File: config.mk
export PLATFORM = sky130hd
export DESIGN_NAME = if_stage
export DESIGN_NICKNAME = d
export VERILOG_FILES = /design/src/rtl/pipeline_pkg.sv /design/src/rtl/if_id_reg.sv /design/src/rtl/if_stage.sv
export SDC_FILE = /design/constraint.sdc
export NUM_CORES = 1
export LEC_CHECK = 0
export ABC_AREA = 1
export CAP_MARGIN = 20
export CORE_ASPECT_RATIO = 0.75
export CORE_MARGIN = 2
export CORE_UTILIZATION = 40
export CTS_BUF_LIST = sky130_fd_sc_hd__clkbuf_4
export DETAILED_ROUTE_END_ITERATION = 16
export PLACE_DENSITY = 0.6
export SETUP_SLACK_MARGIN = 0.5
export SLEW_MARGIN = 15
export SYNTH_ARGS = -nofsm -noshare
export SYNTH_HDL_FRONTEND = slang
export SYNTH_SLANG_ARGS = --single-unit
File: constraint.sdc
create_clock -name clk -period 2.49 [get_ports clk]
set_input_delay 0.747 -clock clk [delete_from_list [all_inputs] [get_ports clk]]
set_output_delay 0.747 -clock clk [all_outputs]
set_load 0.05 [all_outputs]
File: src/rtl/pipeline_pkg.sv
// Shared pipeline definitions: NOP encoding, opcode field layout,
// fetch-stage state encoding and opcode values shared with decode.
package pipeline_pkg;

  // Opcode field layout within a 32-bit instruction word
  localparam int OPC_W   = 6;
  localparam int OPC_MSB = 31;
  localparam int OPC_LSB = 26;

  // All-zero word decodes as a NOP; also the pipeline bubble value
  localparam logic [31:0] NOP_INSTR = 32'h0000_0000;

  // Opcodes shared with the decode/control unit
  localparam logic [5:0] OPC_NOP  = 6'b000000;
  localparam logic [5:0] OPC_ALU  = 6'b000001;
  localparam logic [5:0] OPC_LOAD = 6'b000011;
  localparam logic [5:0] OPC_SWP  = 6'b111111;

  // Fetch stage states
  typedef enum logic [1:0] {
    FETCH = 2'b00,
    HOLD  = 2'b01,
    DRAIN = 2'b10
  } fetch_state_e;

  // Extract the opcode field of a 32-bit instruction
  function automatic logic [5:0] opcode_of(input logic [31:0] instr);
    return instr[OPC_MSB:OPC_LSB];
  endfunction

endpackage

File: src/rtl/if_id_reg.sv
// IF/ID pipeline register with flush / load / hold controls.
// Flush beats load; with neither asserted the contents hold bit-exact.
// The opcode output is a slice of the registered instruction.
module if_id_reg
  import pipeline_pkg::*;
#(
  parameter int ADDR_W  = 32,
  parameter int INSTR_W = 32
) (
  input  logic               clk,
  input  logic               rst_n,
  input  logic               load,
  input  logic               flush,
  input  logic [INSTR_W-1:0] d_instr,
  input  logic [ADDR_W-1:0]  d_pc,
  output logic [INSTR_W-1:0] q_instr,
  output logic [ADDR_W-1:0]  q_pc,
  output logic               q_valid,
  output logic [OPC_W-1:0]   q_opcode
);

  logic [INSTR_W-1:0] instr_r;
  logic [ADDR_W-1:0]  pc_r;
  logic               valid_r;

  // Pipeline register: bubble on flush, capture on load, otherwise hold
  always_ff @(posedge clk or negedge rst_n) begin
    if (!rst_n) begin
      instr_r <= {INSTR_W{1'b0}};
      pc_r    <= {ADDR_W{1'b0}};
      valid_r <= 1'b0;
    end else if (flush) begin
      instr_r <= {INSTR_W{1'b0}};
      pc_r    <= {ADDR_W{1'b0}};
      valid_r <= 1'b0;
    end else if (load) begin
      instr_r <= d_instr;
      pc_r    <= d_pc;
      valid_r <= 1'b1;
    end else begin
      instr_r <= instr_r;
      pc_r    <= pc_r;
      valid_r <= valid_r;
    end
  end

  assign q_instr  = instr_r;
  assign q_pc     = pc_r;
  assign q_valid  = valid_r;
  assign q_opcode = instr_r[INSTR_W-1 -: OPC_W];

endmodule

File: src/rtl/if_stage.sv
// Instruction fetch stage: owns the PC, runs a single-outstanding
// request/valid handshake to instruction memory, parks a fetch that
// lands during freeze in a one-entry skid buffer, and drains a request
// that is orphaned by a branch redirect before issuing the new fetch.
module if_stage
  import pipeline_pkg::*;
#(
  parameter int                ADDR_W   = 32,
  parameter int                INSTR_W  = 32,
  parameter logic [ADDR_W-1:0] RESET_PC = {ADDR_W{1'b0}},
  parameter int                PC_STEP  = 4
) (
  input  logic               clk,
  input  logic               rst_n,
  input  logic               freeze,
  input  logic               branch_taken,
  input  logic [ADDR_W-1:0]  branch_addr,
  output logic               imem_req,
  output logic [ADDR_W-1:0]  imem_addr,
  input  logic [INSTR_W-1:0] imem_rdata,
  input  logic               imem_valid,
  output logic [INSTR_W-1:0] if_id_instr,
  output logic [ADDR_W-1:0]  if_id_pc,
  output logic               if_id_valid,
  output logic [5:0]         if_id_opcode
);

  localparam logic [ADDR_W-1:0] PC_INC = ADDR_W'(PC_STEP);

  fetch_state_e       state_r, state_s;
  logic               req_r;
  logic [ADDR_W-1:0]  pc_r, pc_s, pc_inc_s;
  logic [ADDR_W-1:0]  addr_r;
  logic [INSTR_W-1:0] skid_instr_r;
  logic [ADDR_W-1:0]  skid_pc_r;
  logic               skid_load_s, skid_clear_s;
  logic               ifid_load_s, ifid_flush_s;
  logic [INSTR_W-1:0] ifid_instr_s;
  logic [ADDR_W-1:0]  ifid_pc_s;

  // Sequential successor; wraps modulo 2^ADDR_W
  assign pc_inc_s = pc_r + PC_INC;

  // Next-state, next-PC and IF/ID / skid control decode
  always_comb begin
    state_s      = state_r;
    pc_s         = pc_r;
    skid_load_s  = 1'b0;
    skid_clear_s = 1'b0;
    ifid_load_s  = 1'b0;
    ifid_flush_s = 1'b0;
    ifid_instr_s = imem_rdata;
    ifid_pc_s    = pc_inc_s;
    case (state_r)
      FETCH: begin
        if (branch_taken) begin
          // Redirect wins; an in-flight request with no response yet must drain
          ifid_flush_s = 1'b1;
          skid_clear_s = 1'b1;
          pc_s         = branch_addr;
          if (req_r && !imem_valid) begin
            state_s = DRAIN;
          end else begin
            state_s = FETCH;
          end
        end else if (req_r && imem_valid) begin
          pc_s = pc_inc_s;
          if (freeze) begin
            skid_load_s = 1'b1;
            state_s     = HOLD;
          end else begin
            ifid_load_s = 1'b1;
            state_s     = FETCH;
          end
        end else if (!freeze) begin
          // Nothing arrived: hand decode a bubble rather than a repeat
          ifid_flush_s = 1'b1;
        end else begin
          ifid_flush_s = 1'b0;
        end
      end
      HOLD: begin
        if (branch_taken) begin
          ifid_flush_s = 1'b1;
          skid_clear_s = 1'b1;
          pc_s         = branch_addr;
          state_s      = FETCH;
        end else if (freeze) begin
          state_s = HOLD;
        end else begin
          ifid_load_s  = 1'b1;
          ifid_instr_s = skid_instr_r;
          ifid_pc_s    = skid_pc_r;
          skid_clear_s = 1'b1;
          state_s      = FETCH;
        end
      end
      DRAIN: begin
        // IF/ID is already a bubble; the pending response is thrown away
        ifid_flush_s = 1'b1;
        if (branch_taken) begin
          pc_s = branch_addr;
        end else begin
          pc_s = pc_r;
        end
        if (imem_valid) begin
          state_s = FETCH;
        end else begin
          state_s = DRAIN;
        end
      end
      default: begin
        ifid_flush_s = 1'b1;
        skid_clear_s = 1'b1;
        state_s      = FETCH;
      end
    endcase
  end

  // FSM, PC and memory interface registers
  always_ff @(posedge clk or negedge rst_n) begin
    if (!rst_n) begin
      state_r <= FETCH;
      req_r   <= 1'b0;
      pc_r    <= RESET_PC;
      addr_r  <= RESET_PC;
    end else begin
      state_r <= state_s;
      req_r   <= (state_s == FETCH);
      pc_r    <= pc_s;
      // During DRAIN the bus keeps showing the address of the orphaned request
      addr_r  <= (state_s == DRAIN) ? addr_r : pc_s;
    end
  end

  // One-entry skid buffer for a fetch that completes while frozen
  always_ff @(posedge clk or negedge rst_n) begin
    if (!rst_n) begin
      skid_instr_r <= {INSTR_W{1'b0}};
      skid_pc_r    <= {ADDR_W{1'b0}};
    end else if (skid_clear_s) begin
      skid_instr_r <= {INSTR_W{1'b0}};
      skid_pc_r    <= {ADDR_W{1'b0}};
    end else if (skid_load_s) begin
      skid_instr_r <= imem_rdata;
      skid_pc_r    <= pc_inc_s;
    end else begin
      skid_instr_r <= skid_instr_r;
      skid_pc_r    <= skid_pc_r;
    end
  end

  assign imem_req  = req_r;
  assign imem_addr = addr_r;

  if_id_reg #(
    .ADDR_W  (ADDR_W),
    .INSTR_W (INSTR_W)
  ) u_if_id_reg (
    .clk      (clk),
    .rst_n    (rst_n),
    .load     (ifid_load_s),
    .flush    (ifid_flush_s),
    .d_instr  (ifid_instr_s),
    .d_pc     (ifid_pc_s),
    .q_instr  (if_id_instr),
    .q_pc     (if_id_pc),
    .q_valid  (if_id_valid),
    .q_opcode (if_id_opcode)
  );

endmodule

==> flow_metrics.env, run 1 <==
export IMPL_period_share=0.810
export IMPL_grt_pass1_wl_mm=49.9
export IMPL_hpwl_mm=20.9
export IMPL_layout_common_cells="382 x nand2_1, 187 x dfrtp_1, 177 x inv_1"
export IMPL_cts_made_buffers=17
export IMPL_maxCapViolCount=0
export IMPL_insertion_delay_ps=620
export IMPL_clock_sinks=196
export IMPL_wl_per_cell_um=16.9
export IMPL_ys_types=36
export IMPL_skew_ps=36.2
export IMPL_min_period_ps=2020
export IMPL_grt_pass1_vias=9014
export IMPL_p_total_uw=19400
export IMPL_wl_mm=32.8
export IMPL_required_ps=1740
export IMPL_area_sequential_um2=4920
export IMPL_finish_utilization=0.571
export IMPL_cts_tree="done"
export IMPL_slew_viol_final=0
export IMPL_cts_root_buf="clkbuf_4"
export IMPL_internal_power_uw=9740
export IMPL_p_leak_uw=0.00670
export IMPL_vdd_drop_max_mv=0.719
export IMPL_place_ws_ps=-181
export IMPL_synthMuxAreaShare=0
export IMPL_tightestPinTransition_ps=524
export IMPL_rows=50
export IMPL_clk_pin_slew_ps=200
export IMPL_hold_path_class="reg -> reg"
export IMPL_cp_max_fo=2
export IMPL_place_area_um2=12500
export IMPL_synth_compound_area_share=0.177
export IMPL_core_area_um2=25000
export IMPL_highest_signal_layer="met4"
export IMPL_rsz0062_at_grt="true"
export IMPL_layout_commonest_cell="nand2_1"
export IMPL_io_pins=173
export IMPL_hold_viol=0
export IMPL_multi_input_area_um2=4650
export IMPL_power_density_nw_per_um2=1360
export IMPL_path_delay_family="flip-flops"
export IMPL_vias=9924
export IMPL_layout_drive_gt1_share=0.231
export IMPL_io_buffers=172
export IMPL_worst_slack_ps=473
export IMPL_first_pass_iters=6
export IMPL_synth_xor_area_frac=0.00947
export IMPL_ys_warn_count=0
export IMPL_sw_frac_of_total=0.497
export IMPL_max_freq_mhz=496
export IMPL_seqPwrFrac=0.287
export IMPL_dieArea_um2=26700
export IMPL_yosys_top_cells_area="dfrtp_1 48%, nand2_1 15%, o21ai_0 6.9%, inv_1 6.7%, nand3_1 4.3%"
export IMPL_syn_num_nets=1426
export IMPL_antenna_left=0
export IMPL_path_buf_inv=1
export IMPL_yosys_area_top_type_share=0.482
export IMPL_max_stage_delay_ps=470
export IMPL_layout_nets=1664
export IMPL_synth_area_um2=10200
export IMPL_syn_to_final_growth_pct=40.1
export IMPL_track_usage=0.237
export IMPL_die_y_um=142
export IMPL_clock_power_share=0.096
export IMPL_setup_viol=0
export IMPL_clockBufferDepth=2
export IMPL_min_path_cells=2
export IMPL_synthSimpleGateAreaFrac=0.220
export IMPL_drc_errors=0
export IMPL_grt_max_degree=59
export IMPL_start_util=0.408
export IMPL_r2r_cells=9
export IMPL_fin_area_um2=14300
export IMPL_path_cells="buf_6"
export IMPL_vias_per_cell=5.11
export IMPL_fillers=2300
export IMPL_htreeDepth=4
export IMPL_slew_headroom=0.649
export IMPL_wl_met3_mm=2.30
export IMPL_synth_seq_area_share=0.482
export IMPL_synthAdderAreaFrac=0.00615
export IMPL_synth_top_family_by_area="simple AND/OR/NAND/NOR gates"
export IMPL_critPathSlowestCell="dfrtp_1"
export IMPL_yosysTopAreaCell="dfrtp_1"
export IMPL_synth_seq_cells=196
export IMPL_routabilityCongestion=0.928
export IMPL_synth_avg_cell_area_um2=7.53
export IMPL_startpoint_type="register"
export IMPL_synth_cells=1352
export IMPL_dieWidth_um=188
export IMPL_cp_end_kind="output pin"
export IMPL_switchingPower_uw=9620
export IMPL_status="finished, final reports clean"
export IMPL_drt_met1_wl_mm=15.3
export IMPL_cp_depth=1
export IMPL_wl_met2_mm=14.7
export IMPL_power_frac_comb=0.617
export IMPL_antenna_found_initial=1
export IMPL_drt_iter0_markers=1010
export IMPL_cp_arrival_ps=1270
export IMPL_worst_setup_path_type="reg -> out"
export IMPL_overflow=0
[metal layers]
layer  global-route usage  vias to the layer above
li1                     -                     4840
met1                0.347                     4726
met2                0.358                      320
met3               0.0535                       38
met4               0.0551                        0
met5                    0                        -
[sequential cells by signal (all words and copies together) (netlist names)]
name / cells
u_if_id_reg.q_pc: 32
u_if_id_reg.q_instr: 32
imem_req: 1
pc_r: 32
skid_pc_r: 32
state_r: 2
skid_instr_r: 32
u_if_id_reg.q_valid: 1
imem_addr: 32
[final timing paths]
kind                                                   from                                  end  slack, ps
max                        u_if_id_reg.q_pc[15]$_DFFE_PN0P_                         if_id_pc[15]        470
min                               imem_addr[24]$_DFFE_PN0P_            imem_addr[24]$_DFFE_PN0P_        540
max reg2reg                            state_r[0]$_DFF_PN0_      u_if_id_reg.q_pc[8]$_DFFE_PN0P_        520
min reg2reg                       imem_addr[24]$_DFFE_PN0P_            imem_addr[24]$_DFFE_PN0P_        540
max in group asynchronous                             rst_n            imem_addr[27]$_DFFE_PN0P_       1190
min in group asynchronous                             rst_n  u_if_id_reg.q_instr[16]$_DFFE_PN0P_        580
[kinds of logic (layout without fill, tap and decap cells)]
logic type / count (synthesis) / count (layout)
flops: 196 / 196
fa+ha+maj: 5 / 5
xor+xnor: 11 / 11
compound gates: 313 / 313
simple gates: 559 / 559
buf+inv: 268 / 519
other cells: 0 / 1
[synthesized netlist by cell type (all sizes together)]
| cell type | count |
|---|---|
| o21a | 1 |
| o211ai | 3 |
| o22ai | 69 |
| a31oi | 9 |
| a21boi | 19 |
| xnor2 | 1 |
| a311oi | 2 |
| o32ai | 1 |
| clkbuf | 46 |
| buf | 36 |
| nor2 | 64 |
| a221oi | 1 |
| nand3 | 87 |
| and2 | 1 |
| a22oi | 8 |
| inv | 185 |
| o311ai | 1 |
| a211oi | 2 |
| o21ai | 146 |
| nand4 | 2 |
| nand2 | 402 |
| o2bb2ai | 3 |
| xor2 | 10 |
| ha | 5 |
| nand3b | 1 |
| dfrtp | 196 |
| a21oi | 48 |
| clkinv | 1 |
| nor3 | 2 |
[power groups by stage]
stage                     sequential (uW)  clock, uW  combinational [uW]
after detailed placement             5420          0                9790
after CTS                            5470       1910               10800
final                                5550       1870               11900
after floorplan                      7660          0                4090
after global routing                 5700       2040               12800
after global placement               5420          0                9680
[metrics by stage]
stage	hold slack (ps)	instances	setup TNS, ps
after floorplan	451	1352	0
after global placement	471	1833	-6470
after detailed placement	464	1833	-7530
after CTS	0.146	1900	0
after global routing	555	1942	0
final	536	1942	0
[final cells by class]
cell class	instances	share of cell area
repair buffers	301	0.229
inverters	186	0.0493
clock inverters	15	0.0126
well taps	338	0.0297
clock buffers	17	0.00895
flip-flops and latches	196	0.345
diodes	1	0.000175
multi-input cells	888	0.326
[repair_timing]
item	CTS	global route
endpoints found under the setup margin	280	251
cloned	4	7
gates resized for setup	743	137
setup buffers	31	33
hold endpoints to repair	0	10
pin swaps	9	23
hold buffers	0	1
(Power assumes the default switching activity.)
==> run 2: changes to the inputs <==
PLACE_DENSITY = 0.62   (was 0.6)
clock period = 1.82 ns   (was 2.49 ns; I/O delays follow)
==> run 2 against run 1 <==
Against the previous run: the flow now finishes with violations (setup timing); sequential power up 43%; via count up 9.3%; sequential cell count unchanged; power up 69%; register-to-register slack worse by 680 ps; final cell count up 4.9%; count of clock-buffer cells in the layout unchanged; critical path type is now reg -> reg; largest power group unchanged.
==> flow_metrics.env, run 2 (same netlist as run 1, synthesis figures left out) <==
export IMPL_status="finished with violations"
export IMPL_violations="setup timing"
export IMPL_dieWidth_um=188
export IMPL_fillers=1843
export IMPL_routabilityCongestion=0.909
export IMPL_wl_mm=38.6
export IMPL_track_usage=0.248
export IMPL_cts_tree="done"
export IMPL_htreeDepth=4
export IMPL_overflow=0
export IMPL_p_leak_uw=0.00779
export IMPL_worst_slack_ps=-159
export IMPL_maxCapViolCount=0
export IMPL_wl_per_cell_um=18.9
export IMPL_clockBufferDepth=2
export IMPL_required_ps=2340
export IMPL_die_y_um=142
export IMPL_drc_errors=0
export IMPL_io_pins=173
export IMPL_cts_made_buffers=17
export IMPL_max_freq_mhz=505
export IMPL_slew_viol_final=0
export IMPL_dieArea_um2=26700
export IMPL_syn_to_final_growth_pct=69.7
export IMPL_layout_drive_gt1_share=0.403
export IMPL_cp_arrival_ps=2500
export IMPL_grt_pass1_vias=9300
export IMPL_period_share=1.09
export IMPL_finalSetupTns_ps=-10180
export IMPL_worst_setup_path_type="reg -> reg"
export IMPL_slew_headroom=0.674
export IMPL_clk_pin_slew_ps=190
export IMPL_grt_max_degree=57
export IMPL_io_buffers=172
export IMPL_clock_sinks=196
export IMPL_layout_commonest_cell="nand2_1"
export IMPL_hpwl_mm=22.8
export IMPL_layout_common_cells="351 x nand2_1, 174 x inv_1, 172 x dfrtp_1"
export IMPL_antenna_found_initial=1
export IMPL_layout_nets=1759
export IMPL_place_area_um2=14000
export IMPL_insertion_delay_ps=610
export IMPL_min_period_ps=1980
export IMPL_core_area_um2=25000
export IMPL_vdd_drop_max_mv=1.14
export IMPL_power_density_nw_per_um2=1900
export IMPL_start_util=0.408
export IMPL_first_pass_iters=5
export IMPL_cp_end_kind="register"
export IMPL_cp_max_fo=8
export IMPL_drt_iter0_markers=1049
export IMPL_grt_pass1_wl_mm=52.0
export IMPL_cts_root_buf="clkbuf_4"
export IMPL_skew_ps=28.7
export IMPL_rsz0062_at_grt="true"
export IMPL_hold_path_class="in -> async"
export IMPL_vias=10800
export IMPL_fin_area_um2=17300
export IMPL_antenna_left=0
export IMPL_rows=50
export IMPL_setup_viol=132
export IMPL_hold_viol=0
export IMPL_tightestPinTransition_ps=486
export IMPL_vias_per_cell=5.32
export IMPL_hold_ws_ps=352
export IMPL_startpoint_type="register"
==> run 2: changes by cell type in the layout (fill, tap and decap cells not counted), sizes merged <==
| cell | before | now |
|---|---|---|
| clkbuf | 26 | 35 |
| inv | 194 | 190 |
| clkinv | 6 | 8 |
| buf | 224 | 311 |
| dlygate4sd2 | 1 | 0 |
| clkinvlp | 0 | 2 |
| clkdlybuf4s50 | 65 | 66 |
| bufbuf | 1 | 0 |
==> run 2: final timing paths <==
| kind | end | from | cells past startpoint | slack [ps] |
|---|---|---|---|---|
| max | skid_pc_r[8]$_DFFE_PN0P_ | state_r[0]$_DFF_PN0_ | 8 | -160 |
| min | u_if_id_reg.q_pc[0]$_DFFE_PN0P_ | rst_n | 2 | 350 |
| max reg2reg | skid_pc_r[8]$_DFFE_PN0P_ | state_r[0]$_DFF_PN0_ | 8 | -160 |
| min reg2reg | skid_instr_r[6]$_DFFE_PN0P_ | skid_instr_r[6]$_DFFE_PN0P_ | 2 | 540 |
| max in group asynchronous | u_if_id_reg.q_instr[30]$_DFFE_PN0P_ | rst_n | 3 | 850 |
| min in group clk | pc_r[3]$_DFF_PN0_ | branch_taken | 5 | 450 |
==> run 2: repair_timing <==
action | CTS | global route
gates resized for setup | 129 | 345
hold buffers | 1 | 0
cloned | 7 | 23
setup endpoints to repair | 300 | 300
setup buffers | 18 | 53
hold endpoints to repair | 21 | 0
pin swaps | 21 | 61
==> run 2: worst max-delay path: stages, from the launching register on <==
cell and delay (ps):
dfrtp_1 440, inv_2 70, ha_4 190, buf_6 120, a221oi_4 390, o21ai_4 170, buf_12 200, clkbuf_16 170
o22ai_2 150
==> run 2: power by group <==
group	switching [uW]	internal (uW)
clock	1770	758
sequential	1720	6190
combinational	12200	10100
total	15700	17000
==> run 2: per-stage QoR <==
stage / setup slack (ps) / power (uW) / instances / utilization
6_report: -159 / 32700 / 2037 / 0.692
5_1_grt: -222 / 34200 / 2037 / 0.692
3_3_place_gp: -479 / 23800 / 1902 / 0.560
4_1_cts: -70.9 / 28000 / 1960 / 0.603
3_5_place_dp: -571 / 24000 / 1902 / 0.560
2_1_floorplan: -12.2 / 16700 / 1352 / -
==> run 2: layout make-up <==
| class | instances | area, um^2 | share of cell area |
|---|---|---|---|
| Multi-Input combinational cell | 888 | 5780 | 0.335 |
| Timing Repair Buffer | 396 | 5100 | 0.295 |
| Antenna cell | 1 | 2.50 | 0.000145 |
| Inverter | 186 | 713 | 0.0413 |
| Clock buffer | 17 | 128 | 0.00739 |
| Tap cell | 338 | 423 | 0.0245 |
| Sequential cell | 196 | 4930 | 0.286 |
| Clock inverter | 15 | 184 | 0.0107 |
==> run 2: metal layers <==
metal	up-vias	global-route usage	share of wire
li1	5049	-	-
met1	5309	0.393	0.46
met2	446	0.357	0.45
met3	40	0.0464	0.081
met4	0	0.0307	0.0096
met5	-	0	0
==> run 3: changes to the inputs <==
CORE_ASPECT_RATIO = unset   (was 0.75)
PLACE_DENSITY = 0.69   (was 0.62)
==> run 3 against run 2 <==
Against the previous run: the flow still finishes with violations (setup timing); sequential cell count stayed put; combinational power is 9.9% lower; via count is 1.6% lower; non-clock buffer count is 40 lower; sequential share of layout area is 1.6 points higher; global-route usage is 0.71 points lower; critical path type unchanged; largest power group unchanged.
==> flow_metrics.env, run 3 (same netlist as run 1, synthesis figures left out) <==
export IMPL_layout_nets=1719
export IMPL_drt_iter0_markers=1018
export IMPL_slew_headroom=0.648
export IMPL_multi_input_area_um2=5300
export IMPL_grt_pass1_wl_mm=50.6
export IMPL_vias_per_cell=5.36
export IMPL_wl_per_cell_um=17.9
export IMPL_cp_max_fo=4
export IMPL_switchingPower_uw=14600
export IMPL_syn_to_final_growth_pct=60.4
export IMPL_antenna_left=0
export IMPL_die_y_um=163
export IMPL_drc_errors=0
export IMPL_violations="setup timing"
export IMPL_rows=58
export IMPL_first_pass_iters=6
export IMPL_worst_slack_ps=-204
export IMPL_cts_made_buffers=17
export IMPL_overflow=0
export IMPL_clock_sinks=196
export IMPL_layout_common_cells="357 x nand2_1, 177 x dfrtp_1, 173 x inv_1"
export IMPL_dieArea_um2=26700
export IMPL_p_total_uw=30400
export IMPL_finish_utilization=0.650
export IMPL_rsz0062_at_grt="true"
export IMPL_vdd_drop_max_mv=1.08
export IMPL_grt_pass1_vias=9819
export IMPL_hold_ws_ps=429
export IMPL_min_period_ps=2020
export IMPL_hpwl_mm=21.6
export IMPL_io_pins=173
export IMPL_clockBufferDepth=2
export IMPL_place_ws_ps=-545
export IMPL_seqPwrFrac=0.258
export IMPL_required_ps=2350
export IMPL_startpoint_type="register"
export IMPL_cp_end_kind="register"
export IMPL_routabilityCongestion=0.929
export IMPL_hold_path_class="in -> async"
export IMPL_start_util=0.405
export IMPL_track_usage=0.241
export IMPL_r2r_cells=15
export IMPL_power_frac_comb=0.660
export IMPL_slew_viol_final=0
export IMPL_cts_tree="done"
export IMPL_setup_viol=172
export IMPL_antenna_found_initial=1
export IMPL_htreeDepth=4
export IMPL_period_share=1.11
export IMPL_sw_frac_of_total=0.481
export IMPL_skew_ps=30.5
export IMPL_fillers=1931
export IMPL_status="finished with violations"
export IMPL_io_buffers=172
export IMPL_maxCapViolCount=0
export IMPL_power_density_nw_per_um2=1860
export IMPL_worst_setup_path_type="reg -> reg"
export IMPL_wl_mm=35.6
export IMPL_dieWidth_um=163
export IMPL_vias=10700
export IMPL_hold_viol=0
export IMPL_clk_pin_slew_ps=200
export IMPL_core_area_um2=25100
export IMPL_tightestPinTransition_ps=524
export IMPL_insertion_delay_ps=630
export IMPL_cts_root_buf="clkbuf_4"
export IMPL_layout_drive_gt1_share=0.346
export IMPL_internal_power_uw=15800
export IMPL_p_leak_uw=0.00741
export IMPL_cp_arrival_ps=2550
export IMPL_max_freq_mhz=494
export IMPL_clock_power_share=0.081
export IMPL_area_sequential_um2=4930
export IMPL_grt_max_degree=66
export IMPL_layout_commonest_cell="nand2_1"
[run 3: cell types whose count changed in the layout (fill, tap and decap cells not counted), sizes merged]
cell and delta:
buf -32, clkbuf -9, clkinv -3, inv +3, bufbuf +1, bufinv -1, clkinvlp +1
[run 3: per-layer routing]
metal  up-vias  routed length (um)  track usage
met2       549               17200        0.390
met5         -                   0            0
met1      5064               14400        0.333
met3        99                2870       0.0376
met4         0                1110       0.0746
li1       4954                   -            -
[run 3: final timing paths]
| path | startpoint | endpoint | slack (ps) |
|---|---|---|---|
| worst max-delay path | pc_r[3]$_DFF_PN0_ | imem_addr[17]$_DFFE_PN0P_ | -200 |
| worst min-delay path | rst_n | u_if_id_reg.q_instr[4]$_DFFE_PN0P_ | 430 |
| worst max register to register | pc_r[3]$_DFF_PN0_ | imem_addr[17]$_DFFE_PN0P_ | -200 |
| worst min register to register | skid_instr_r[6]$_DFFE_PN0P_ | skid_instr_r[6]$_DFFE_PN0P_ | 540 |
| max in group asynchronous | rst_n | imem_addr[8]$_DFFE_PN0P_ | 740 |
| min in group clk | imem_rdata[3] | skid_instr_r[3]$_DFFE_PN0P_ | 490 |
[run 3: area by class of cell]
| type | count | share of cell area |
|---|---|---|
| diodes | 1 | 0.000153 |
| clock buffers | 17 | 0.00782 |
| clock inverters | 15 | 0.0110 |
| inverters | 186 | 0.0437 |
| multi-input cells | 888 | 0.325 |
| flip-flops and latches | 196 | 0.302 |
| well taps | 330 | 0.0253 |
| repair buffers | 356 | 0.285 |
[run 3: timing repair]
action	in CTS	in global routing
gates cloned	9	8
gates resized for setup	96	268
pin swaps	9	50
hold endpoints to repair	37	0
hold buffers	1	0
setup endpoints to repair	300	300
setup buffers	18	54
[run 3: per-stage QoR]
stage	area [um^2]	setup TNS (ps)	instances
6_report	16300	-16930	1989
5_1_grt	16300	-32380	1989
4_1_cts	14700	-8790	1926
3_5_place_dp	13800	-84800	1866
3_3_place_gp	13800	-76650	1866
2_1_floorplan	10700	-207	1352
[run 3: power by group through the flow]
stage	clock, uW	sequential [uW]	combinational (uW)
after floorplan	0	10500	6190
after CTS	2520	7680	17200
after detailed placement	0	7750	15700
after global placement	0	7740	15400
after global routing	2710	8010	21300
final	2480	7850	20100
[run 3: worst max-delay path: stages, from the launching register on]
cell	delay [ps]
dfrtp_1	470
buf_6	130
buf_6	110
nand2_4	50
nor2_4	160
nand2_4	90
nor2_4	190
buf_6	140
xor2_2	130
nand2_1	60
nand2_1	60
nand2_1	60
nand2_2	70
nand2_1	70
nand3_2	80
nand2_1	50
